### src/rtl/chip_gate2_tester.sv
// Exhaustive 2-input gate tester: drives all four A/B vectors to NGATES gates in parallel,
// waits SETTLE cycles through a 2-flop synchroniser, and accumulates per-gate mismatches.
module chip_gate2_tester #(
    parameter int unsigned NGATES = 4,
    parameter int unsigned SETTLE = 2
) (
    input  logic              Clk,
    input  logic              Reset_n,
    input  logic              Run,
    input  logic [2:0]        Mode,
    input  logic              DISP_RSLT,
    output logic [NGATES-1:0] A_out,
    output logic [NGATES-1:0] B_out,
    input  logic [NGATES-1:0] Y_in,
    output logic              Busy,
    output logic              Done,
    output logic              RSLT,
    output logic [NGATES-1:0] Fail_mask
);

    // state | meaning: HALTED idle | SET latch mode | DRIVE apply vec | SETTLE wait | SAMPLE compare | DONE hold result
    typedef enum logic [2:0] {
        S_HALTED, S_SET, S_DRIVE, S_SETTLE, S_SAMPLE, S_DONE
    } state_t;

    localparam logic [7:0] SETTLE_LOAD = 8'(SETTLE - 1);

    state_t            state_q, state_d;
    logic [2:0]        mode_q, mode_d;
    logic [1:0]        vec_q, vec_d;
    logic [7:0]        cnt_q, cnt_d;
    logic              rslt_q, rslt_d;
    logic [NGATES-1:0] mask_q, mask_d;
    logic [NGATES-1:0] y_meta_q, y_sync_q;
    logic              exp_bit;
    logic [NGATES-1:0] mismatch;
    logic              driving;

    always_ff @(posedge Clk or negedge Reset_n) begin
        if (!Reset_n) begin
            state_q  <= S_HALTED;
            mode_q   <= 3'd0;
            vec_q    <= 2'd0;
            cnt_q    <= 8'd0;
            rslt_q   <= 1'b0;
            mask_q   <= '0;
            y_meta_q <= '0;
            y_sync_q <= '0;
        end else begin
            state_q  <= state_d;
            mode_q   <= mode_d;
            vec_q    <= vec_d;
            cnt_q    <= cnt_d;
            rslt_q   <= rslt_d;
            mask_q   <= mask_d;
            y_meta_q <= Y_in;
            y_sync_q <= y_meta_q;
        end
    end

    always_comb begin
        exp_bit = 1'b0;
        case (mode_q)
            3'd0:    exp_bit = vec_q[1] & vec_q[0];
            3'd1:    exp_bit = ~(vec_q[1] & vec_q[0]);
            3'd2:    exp_bit = vec_q[1] | vec_q[0];
            3'd3:    exp_bit = ~(vec_q[1] | vec_q[0]);
            3'd4:    exp_bit = vec_q[1] ^ vec_q[0];
            3'd5:    exp_bit = ~(vec_q[1] ^ vec_q[0]);
            default: exp_bit = 1'b0;
        endcase
    end

    assign mismatch = y_sync_q ^ {NGATES{exp_bit}};

    always_comb begin
        state_d = state_q;
        mode_d  = mode_q;
        vec_d   = vec_q;
        cnt_d   = cnt_q;
        rslt_d  = rslt_q;
        mask_d  = mask_q;
        case (state_q)
            S_HALTED: begin
                if (Run) state_d = S_SET;
            end
            S_SET: begin
                mode_d = Mode;
                vec_d  = 2'd0;
                if (Mode > 3'd5) begin
                    state_d = S_DONE;
                    rslt_d  = 1'b0;
                    mask_d  = '1;
                end else begin
                    state_d = S_DRIVE;
                    rslt_d  = 1'b1;
                    mask_d  = '0;
                end
            end
            S_DRIVE: begin
                cnt_d   = SETTLE_LOAD;
                state_d = S_SETTLE;
            end
            S_SETTLE: begin
                if (cnt_q == 8'd0) state_d = S_SAMPLE;
                else               cnt_d   = cnt_q - 8'd1;
            end
            S_SAMPLE: begin
                mask_d = mask_q | mismatch;
                if (|mismatch) rslt_d = 1'b0;
                if (vec_q == 2'd3) begin
                    state_d = S_DONE;
                end else begin
                    vec_d   = vec_q + 2'd1;
                    state_d = S_DRIVE;
                end
            end
            S_DONE: begin
                if (DISP_RSLT) state_d = S_HALTED;
            end
            default: state_d = S_HALTED;
        endcase
    end

    always_comb begin
        Busy    = (state_q == S_SET) || (state_q == S_DRIVE) ||
                  (state_q == S_SETTLE) || (state_q == S_SAMPLE);
        Done    = (state_q == S_DONE) || ((state_q == S_SAMPLE) && (vec_q == 2'd3));
        driving = (state_q == S_DRIVE) || (state_q == S_SETTLE) || (state_q == S_SAMPLE);
        A_out   = driving ? {NGATES{vec_q[1]}} : '0;
        B_out   = driving ? {NGATES{vec_q[0]}} : '0;
        RSLT    = rslt_q;
        Fail_mask = mask_q;
    end

endmodule

### config.mk
export PLATFORM = sky130hd
export DESIGN_NAME = chip_gate2_tester
export DESIGN_NICKNAME = d
export VERILOG_FILES = /design/src/rtl/chip_gate2_tester.sv
export SDC_FILE = /design/constraint.sdc
export NUM_CORES = 1
export LEC_CHECK = 0
export BUFFER_PORTS_ARGS = -buffer_cell sky130_fd_sc_hd__clkbuf_2
export CORE_ASPECT_RATIO = 1.2
export CORE_MARGIN = 2
export CORE_UTILIZATION = 59
export CTS_CLUSTER_DIAMETER = 100
export DETAILED_ROUTE_END_ITERATION = 6
export PLACE_DENSITY = 0.83
export SYNTH_ARGS = -nofsm -noshare
export SYNTH_HDL_FRONTEND = slang
export SYNTH_SLANG_ARGS = --single-unit
### constraint.sdc
create_clock -name Clk -period 3.48 [get_ports Clk]
set_input_delay 0.696 -clock Clk [delete_from_list [all_inputs] [get_ports Clk]]
set_output_delay 0.696 -clock Clk [all_outputs]
set_load 0.05 [all_outputs]
Word level (Yosys, flattened, before mapping):

Index checks and enable logic that the tools add are counted.

* eq/ne operators: 17
* bitwise gates (word level): 8
* reductions and logical operators: 17
* mux-type cells: 18
* order comparisons: 1
* add/subtract/negate cells: 2

Operators with widths (count)
* $pmux W3 S6: 1
* $pmux W8 S2: 1
* $mux W3: 5
* $eq A3 B2 Y1 const B: 4
* $eq A3 B3 Y1 const B: 4
* $mux W4: 3
* $ne A2 B2 Y1 const B: 6
* $logic_not A8 Y1: 1
* $mux W8: 1
* $pmux W4 S2: 1
* $sub A8 B1 Y8 const B: 1
* $eq A3 B1 Y1 const B: 2
* $logic_not A3 Y1: 2
* $logic_or A1 B1 Y1: 6
* $pmux W1 S6: 1
* $reduce_and A2 Y1: 3
* $or A4 B4 Y4: 1
* $pmux W2 S2: 1
* $reduce_bool A2 Y1: 2
* $reduce_or A4 Y1: 1
* $xor A4 B4 Y4: 1
* $gt A3 B3 Y1 const B: 1
* $not A1 Y1: 3
* $reduce_and A3 Y1: 1
* other kinds (9): 10

* input bits: 11
* output and inout port bits: 15
* register bits: 29
* logic and storage cells: 71

Logic depth before layout (Yosys ltp):

Gate-level depths: netlist of the first run.

* depth after elaboration: 7
* depth in mapped cells: 7
* gate-level depth less buffers: 6

Worst setup path before layout of the first run:

Ideal clock, no wire load.

* kind: register to output
* from: register state_q[0]
* to: output A_out[1]
* cell stages (with the launch flop): 6
* buffers on the path: 3
* data required time: 2.784 ns
* path slack: 0.519 ns
* data arrival time: 2.265 ns
* cells stage by stage: dfrtp_1 buf_2 or3b_1 clkbuf_1 a21oi_1 buf_4

* word-level cells in the longest chain between the ends: 4
* elaborated cells between the ends (all ways): 6
* those cells by class: 3 x eq/ne; 1 x mux; 2 x reduce/logical

RTL lines
* start: declaration: RTL line 28 `state_t state_q, state_d;`
* start signal: assignment: RTL line 50 `state_q <= state_d;`
* $eq A3 B2 Y1: RTL line 129 `driving = (state_q == S_DRIVE) || (state_q == S_SETTLE) || (state_q == S_SAMPLE);`
* $logic_or A1 B1 Y1: RTL line 129
* $logic_or A1 B1 Y1 *: RTL line 129
* $mux W4 *: RTL line 130 `A_out = driving ? {NGATES{vec_q[1]}} : '0;`
* end: declaration: RTL line 12 `output logic [NGATES-1:0] A_out,`

Every way passes the cells marked *; elsewhere a longest branch is shown, timed or not.

Worst setup path in the final report of the first run:

* from: register state_q[0]
* to: output A_out[2]

The elaborated chain is that of the path after synthesis.

==> results of run 1 <==
through the flow:
stage / instances / worst slack (ns)
floorplan: 157 / 0.519
global placement: 201 / 1.09
detailed placement: 201 / 1.03
CTS: 209 / 0.642
global route: 209 / 0.506
finish: 209 / 0.625
worst max-delay path by stage:
stage                     slack, ns        to        from  cells past startpoint
final                          0.63  A_out[2]  state_q[0]                      3
after floorplan                0.52  A_out[1]  state_q[0]                      5
after global placement         1.09  A_out[0]  state_q[0]                      3
after CTS                      0.64  A_out[2]  state_q[0]                      3
after global routing           0.51  B_out[0]  state_q[0]                      3
after detailed placement       1.03  A_out[2]  state_q[0]                      3
registers in the layout (all words and copies together), names as in the netlist:
name,flops
state_q,3
y_meta_q,4
Fail_mask,4
y_sync_q,4
vec_q,2
cnt_q,8
mode_q,3
RSLT,1
per-layer routing:
layer  routed length (µm)  part of all wire (%)  vias up  global-route usage [%]
met5                    0                     0        -                       0
met4                   57                   2.0        0                    10.4
met3                  135                   4.7        6                    7.75
met2                 1590                    55       26                    42.5
met1                 1110                    38      575                    22.0
li1                     -                     -      593                       -
worst reg2reg max path, stage by stage (launching register included):
cell and delay, ns:
dfrtp_1 0.69, or3b_1 0.59, nor2_1 0.41, a21oi_1 0.10
o31ai_1 0.10
final cells by class:
class                           count  area, µm²  share of cell area [%]
Timing Repair Buffer               25        125                    7.27
Clock inverter                      2       37.5                    2.18
Inverter                            6       22.5                    1.31
Tap cell                           33       41.3                    2.40
Sequential cell                    29        726                    42.2
Clock buffer                        6       51.3                    2.98
Multi-Input combinational cell    108        717                    41.7
power groups by stage:
stage	registers, mW	logic [mW]	clock network, mW
floorplan	0.595	0.624	0
global placement	0.567	0.730	0
detailed placement	0.577	0.755	0
CTS	0.571	0.757	0.297
global route	0.592	0.835	0.312
finish	0.572	0.756	0.291
Yosys cell counts (all sizes together), types with 2 or more instances:
cell type	n	share of area [%]
a211oi	2	0.97
a22oi	2	0.97
o31ai	4	1.9
buf	11	4.9
mux2	3	2.2
nand2	9	2.2
a21oi	13	4.2
nor2	17	4.1
nor4	2	1.8
o211ai	2	0.97
mux2i	2	1.3
dfrtp	29	47
clkbuf	3	0.73
nand2b	4	1.6
ha	4	3.2
nor3b	2	1.3
inv	6	1.5
o21a	4	1.9
or3b	2	1.1
o22ai	2	0.81
o21ai	4	1.3
nand3	3	0.97
nor3	6	1.9
a31o	2	1.1
xor2	3	1.7
cells by family (layout without fill, tap and decap cells):
family,Yosys count,after routing,share of synthesized area [%]
xor gates and xnor gates,4,4,2.26
buffers and inverters,20,39,7.09
DFF,29,29,46.7
AOI/OAI and AO/OA,41,41,18.0
adders and majority gates,4,4,3.22
and+or+nand+nor,54,54,19.2
muxes,5,5,3.46
==> out/metrics.cfg, run 1 <==
[layout]
area_delta_synth_final_pct=10.8
fin_util_pct=68.1
nFillCells=189
diodes=0
nets=190
final_cell_mix=dfrtp_1, clkbuf_2, nor2_1, a21oi_1, nand2_1
final_cell_area_um2=1720
layout_commonest_cell=dfrtp_1
drive_gt1_share_pct=24.4

[setup_path]
required_ns=2.78
cp_data_arrival_time_ns=2.16
cpMaxStageDelayCell=dfrtp_1
reg2reg_to=Fail_mask[2]
end_kind=primary output
worstPathCellList=or3b_1 > a21oi_1 > clkbuf_2
cp_num_buf_inv=1
rr_worst_depth=4
crit_family=flip-flops
cp_slowest_stage_delay_ns=0.58
r2r_start=state_q[0]
r2r_slack_ns=1.49
start_kind=flip-flop
cp_max_fo=19
worst-setup-path-type=reg -> out

[route]
vias=1200
wirelength_mm=2.89
detail-route-antenna-nets=0
drc=0
dr.first_iter.drc_count=30
routed_via_density=5.74
wl_per_cell_um=13.8
first_pass_iters=4

[clock_tree]
cts_resized=0
clk_pin_slew_ns=0.09
cts_buffer_depth=2
post_cts_buffers=0
cts.sinks=29
clk_latency_ns=0.34
cts-hold-fix-buffers=0
cts-root-buf=clkbuf_4
cts_tree=built
h-tree-depth=2
cts_buffers=5

[timing]
max_freq_mhz=350
finalSetupTns_ns=0
period_minus_slack_ns=2.85
drv_slew=0
hold_viol=0
max-slew-margin-rel_pct=52.0
period_share_pct=82.0
whs_ns=0.356
worst_pin_slew_ns=0.720
final-setup-viol-count=0
fin_skew_ns=0.00598
grt_setup_unrepaired=false

[placed_design]
io_buffers=25
placed_area_um2=1630
gp_congestion=0.762
dp_hpwl_mm=2.16

[floorplan]
dieArea_um2=3060
ioPinCount=26
start_util_pct=61.4
rows=20
die-height_um=60.2
die_width_um=50.8
coreArea_um2=2530

[yosys]
synthDistinctLibCells=45
yosysWarnings=0
synth-main-ff-cell=dfrtp_1
syn-num-nets=172
syn_area_um2=1550
synthCells=157
synth_edf_count=0
syn_area_per_cell_um2=9.89
yosysSeqAreaShare_pct=46.7
ys_ff_latch=29
synthArstFlopShare_pct=100

[power_and_ir_drop]
switching_power_mw=0.724
pwr_density_cell_nw_per_um2=942
cellLeakagePower_nw=0.793
clkPwrFrac_pct=18.0
switching_share_pct=44.7
combPwrFrac_pct=46.7
p_int_mw=0.896
pwr-share-seq_pct=35.3
peakVddDrop_mv=0.658
p_total_mw=1.62

[min_path]
hp-class=reg -> reg
hold_path_end=y_sync_q[1]
hold-path-cell-count=0
hold_start=y_meta_q[1]

[global_route]
grt_pass1_vias=1161
overflow=0
antenna_found_initial=0
grt_pass1_wl_mm=4.92
grtUsageTotal_pct=22.5
grt_max_degree=30

[job]
drv_cap=0

[status]
status=finished clean

No activity file was read; power rests on OpenSTA's default activity.
==> inputs of run 2 (changes only) <==
--- a/config.mk
+++ b/config.mk
@@ -8,10 +8,10 @@
 export BUFFER_PORTS_ARGS = -buffer_cell sky130_fd_sc_hd__clkbuf_2
 export CORE_ASPECT_RATIO = 1.2
 export CORE_MARGIN = 2
-export CORE_UTILIZATION = 59
+export CORE_UTILIZATION = 50
 export CTS_CLUSTER_DIAMETER = 100
 export DETAILED_ROUTE_END_ITERATION = 6
-export PLACE_DENSITY = 0.83
+export PLACE_DENSITY = 0.75
 export SYNTH_ARGS = -nofsm -noshare
 export SYNTH_HDL_FRONTEND = slang
 export SYNTH_SLANG_ARGS = --single-unit
==> constraint.sdc (replaced) <==
create_clock -name Clk -period 2.34 [get_ports Clk]
set_input_delay 0.468 -clock Clk [delete_from_list [all_inputs] [get_ports Clk]]
set_output_delay 0.468 -clock Clk [all_outputs]
set_load 0.05 [all_outputs]
==> out/metrics.cfg, run 2 (synthesis results as in run 1) <==
[placed_design]
dp_hpwl_mm=2.27
place_ws_ns=0.320
io_buffers=25
placed_cells=208
gp_congestion=0.773

[layout]
regMostFlops=cnt_q
diodes=0
largest_reg_flops=8
layout_commonest_cell=dfrtp_1
nets=194
drive_gt1_share_pct=27.8
area_delta_synth_final_pct=14.7
stdcell_count=216
final_cell_mix=dfrtp_1, nor2_1, clkbuf_2, clkbuf_4, a21oi_1

[floorplan]
start_util_pct=51.8
ioPinCount=26
rows=22
die-height_um=65.0
dieArea_um2=3570
die_width_um=54.9
coreArea_um2=3000

[route]
dr.first_iter.drc_count=38
detail-route-antenna-nets=0
routed_via_density=5.66
wl_per_cell_um=14.5
drc=0
wirelength_mm=3.14
first_pass_iters=5
vias=1222

[timing]
max_freq_mhz=451
final-setup-viol-count=0
whs_ns=0.166
period_minus_slack_ns=2.22
period_share_pct=94.8
hold_viol=0
max-slew-margin-rel_pct=52.1
fin_ws_ns=0.122
worst_pin_slew_ns=0.719
finalSetupTns_ns=0
grt_setup_unrepaired=false
drv_slew=0
fin_skew_ns=0.0169

[global_route]
overflow=0
antenna_found_initial=0
grt_pass1_vias=1228
grt_pass1_wl_mm=5.19
grt_max_degree=30
grtUsageTotal_pct=20.6

[clock_tree]
h-tree-depth=2
cts-hold-fix-buffers=0
cts_resized=8
cts.sinks=29
clk_latency_ns=0.33
cts_tree=built
cts_buffer_depth=2
cts-root-buf=clkbuf_4
clk_pin_slew_ns=0.10
post_cts_buffers=0
cts_buffers=5

[setup_path]
required_ns=1.87
cpMaxStageDelayCell=dfrtp_2
cp_max_fo=11
start_kind=flip-flop
worstPathCellList=or3b_4 > a21oi_2 > clkbuf_4
worst-setup-path-type=reg -> out
cp_data_arrival_time_ns=1.75
end_kind=primary output
cp_slowest_stage_delay_ns=0.49

[power_and_ir_drop]
p_total_mw=2.49
cellLeakagePower_nw=0.816
pwr_density_cell_nw_per_um2=1400
peakVddDrop_mv=0.994

[status]
status=finished clean

[min_path]
hp-class=in -> async

[job]
drv_cap=0

run 2: final timing paths:
| check | to | from | slack [ns] | cells after the start |
|---|---|---|---|---|
| hold / removal | cnt_q[0] | Reset_n | 0.17 | 1 |
| hold reg to reg | y_sync_q[1] | y_meta_q[1] | 0.36 | 0 |
| min in group Clk | y_meta_q[1] | Y_in[1] | 0.25 | 1 |
| setup reg to reg | RSLT | vec_q[0] | 0.41 | 6 |
| setup / recovery | A_out[2] | state_q[1] | 0.12 | 3 |
| max in group asynchronous | state_q[1] | Reset_n | 1.68 | 1 |
run 2: final cells by class:
cell class                 count  area, µm²
fill                         266       1220
inverter                       6       22.5
clock inverter                 1       30.0
sequential                    29        727
tap                           36       45.0
multi-input combinational    108        727
clock buffer                   7       55.1
timing repair buffer          29        175
run 2: worst max-delay path: cells and delay by family (launching register included):
| kind | cells | cell delay [ns] |
|---|---|---|
| AND/OR/NAND/NOR | 1 | 0.45 |
| AO/OA/AOI/OAI | 1 | 0.22 |
| buffers and inverters | 1 | 0.26 |
| flip-flops | 1 | 0.49 |
run 2: per-stage QoR:
stage	util, %	instance area [µm²]
final	59.4	1780
after global routing	59.4	1780
after CTS	59.3	1780
after detailed placement	55.8	1670
after global placement	55.8	1670
after floorplan	-	1560
run 2: power by group:
group | switching [mW] | internal (mW) | total, mW | leakage [nW]
clock | 0.175 | 0.255 | 0.430 | 0.0455
combinational | 0.765 | 0.473 | 1.24 | 0.416
sequential | 0.158 | 0.660 | 0.818 | 0.354
run 2: metal layers:
metal,vias up,track usage (%),part of all wire (%)
met1,594,22.5,40
li1,600,-,-
met4,0,8.44,0.73
met2,24,35.9,57
met5,-,0,0
met3,4,5.53,3.1
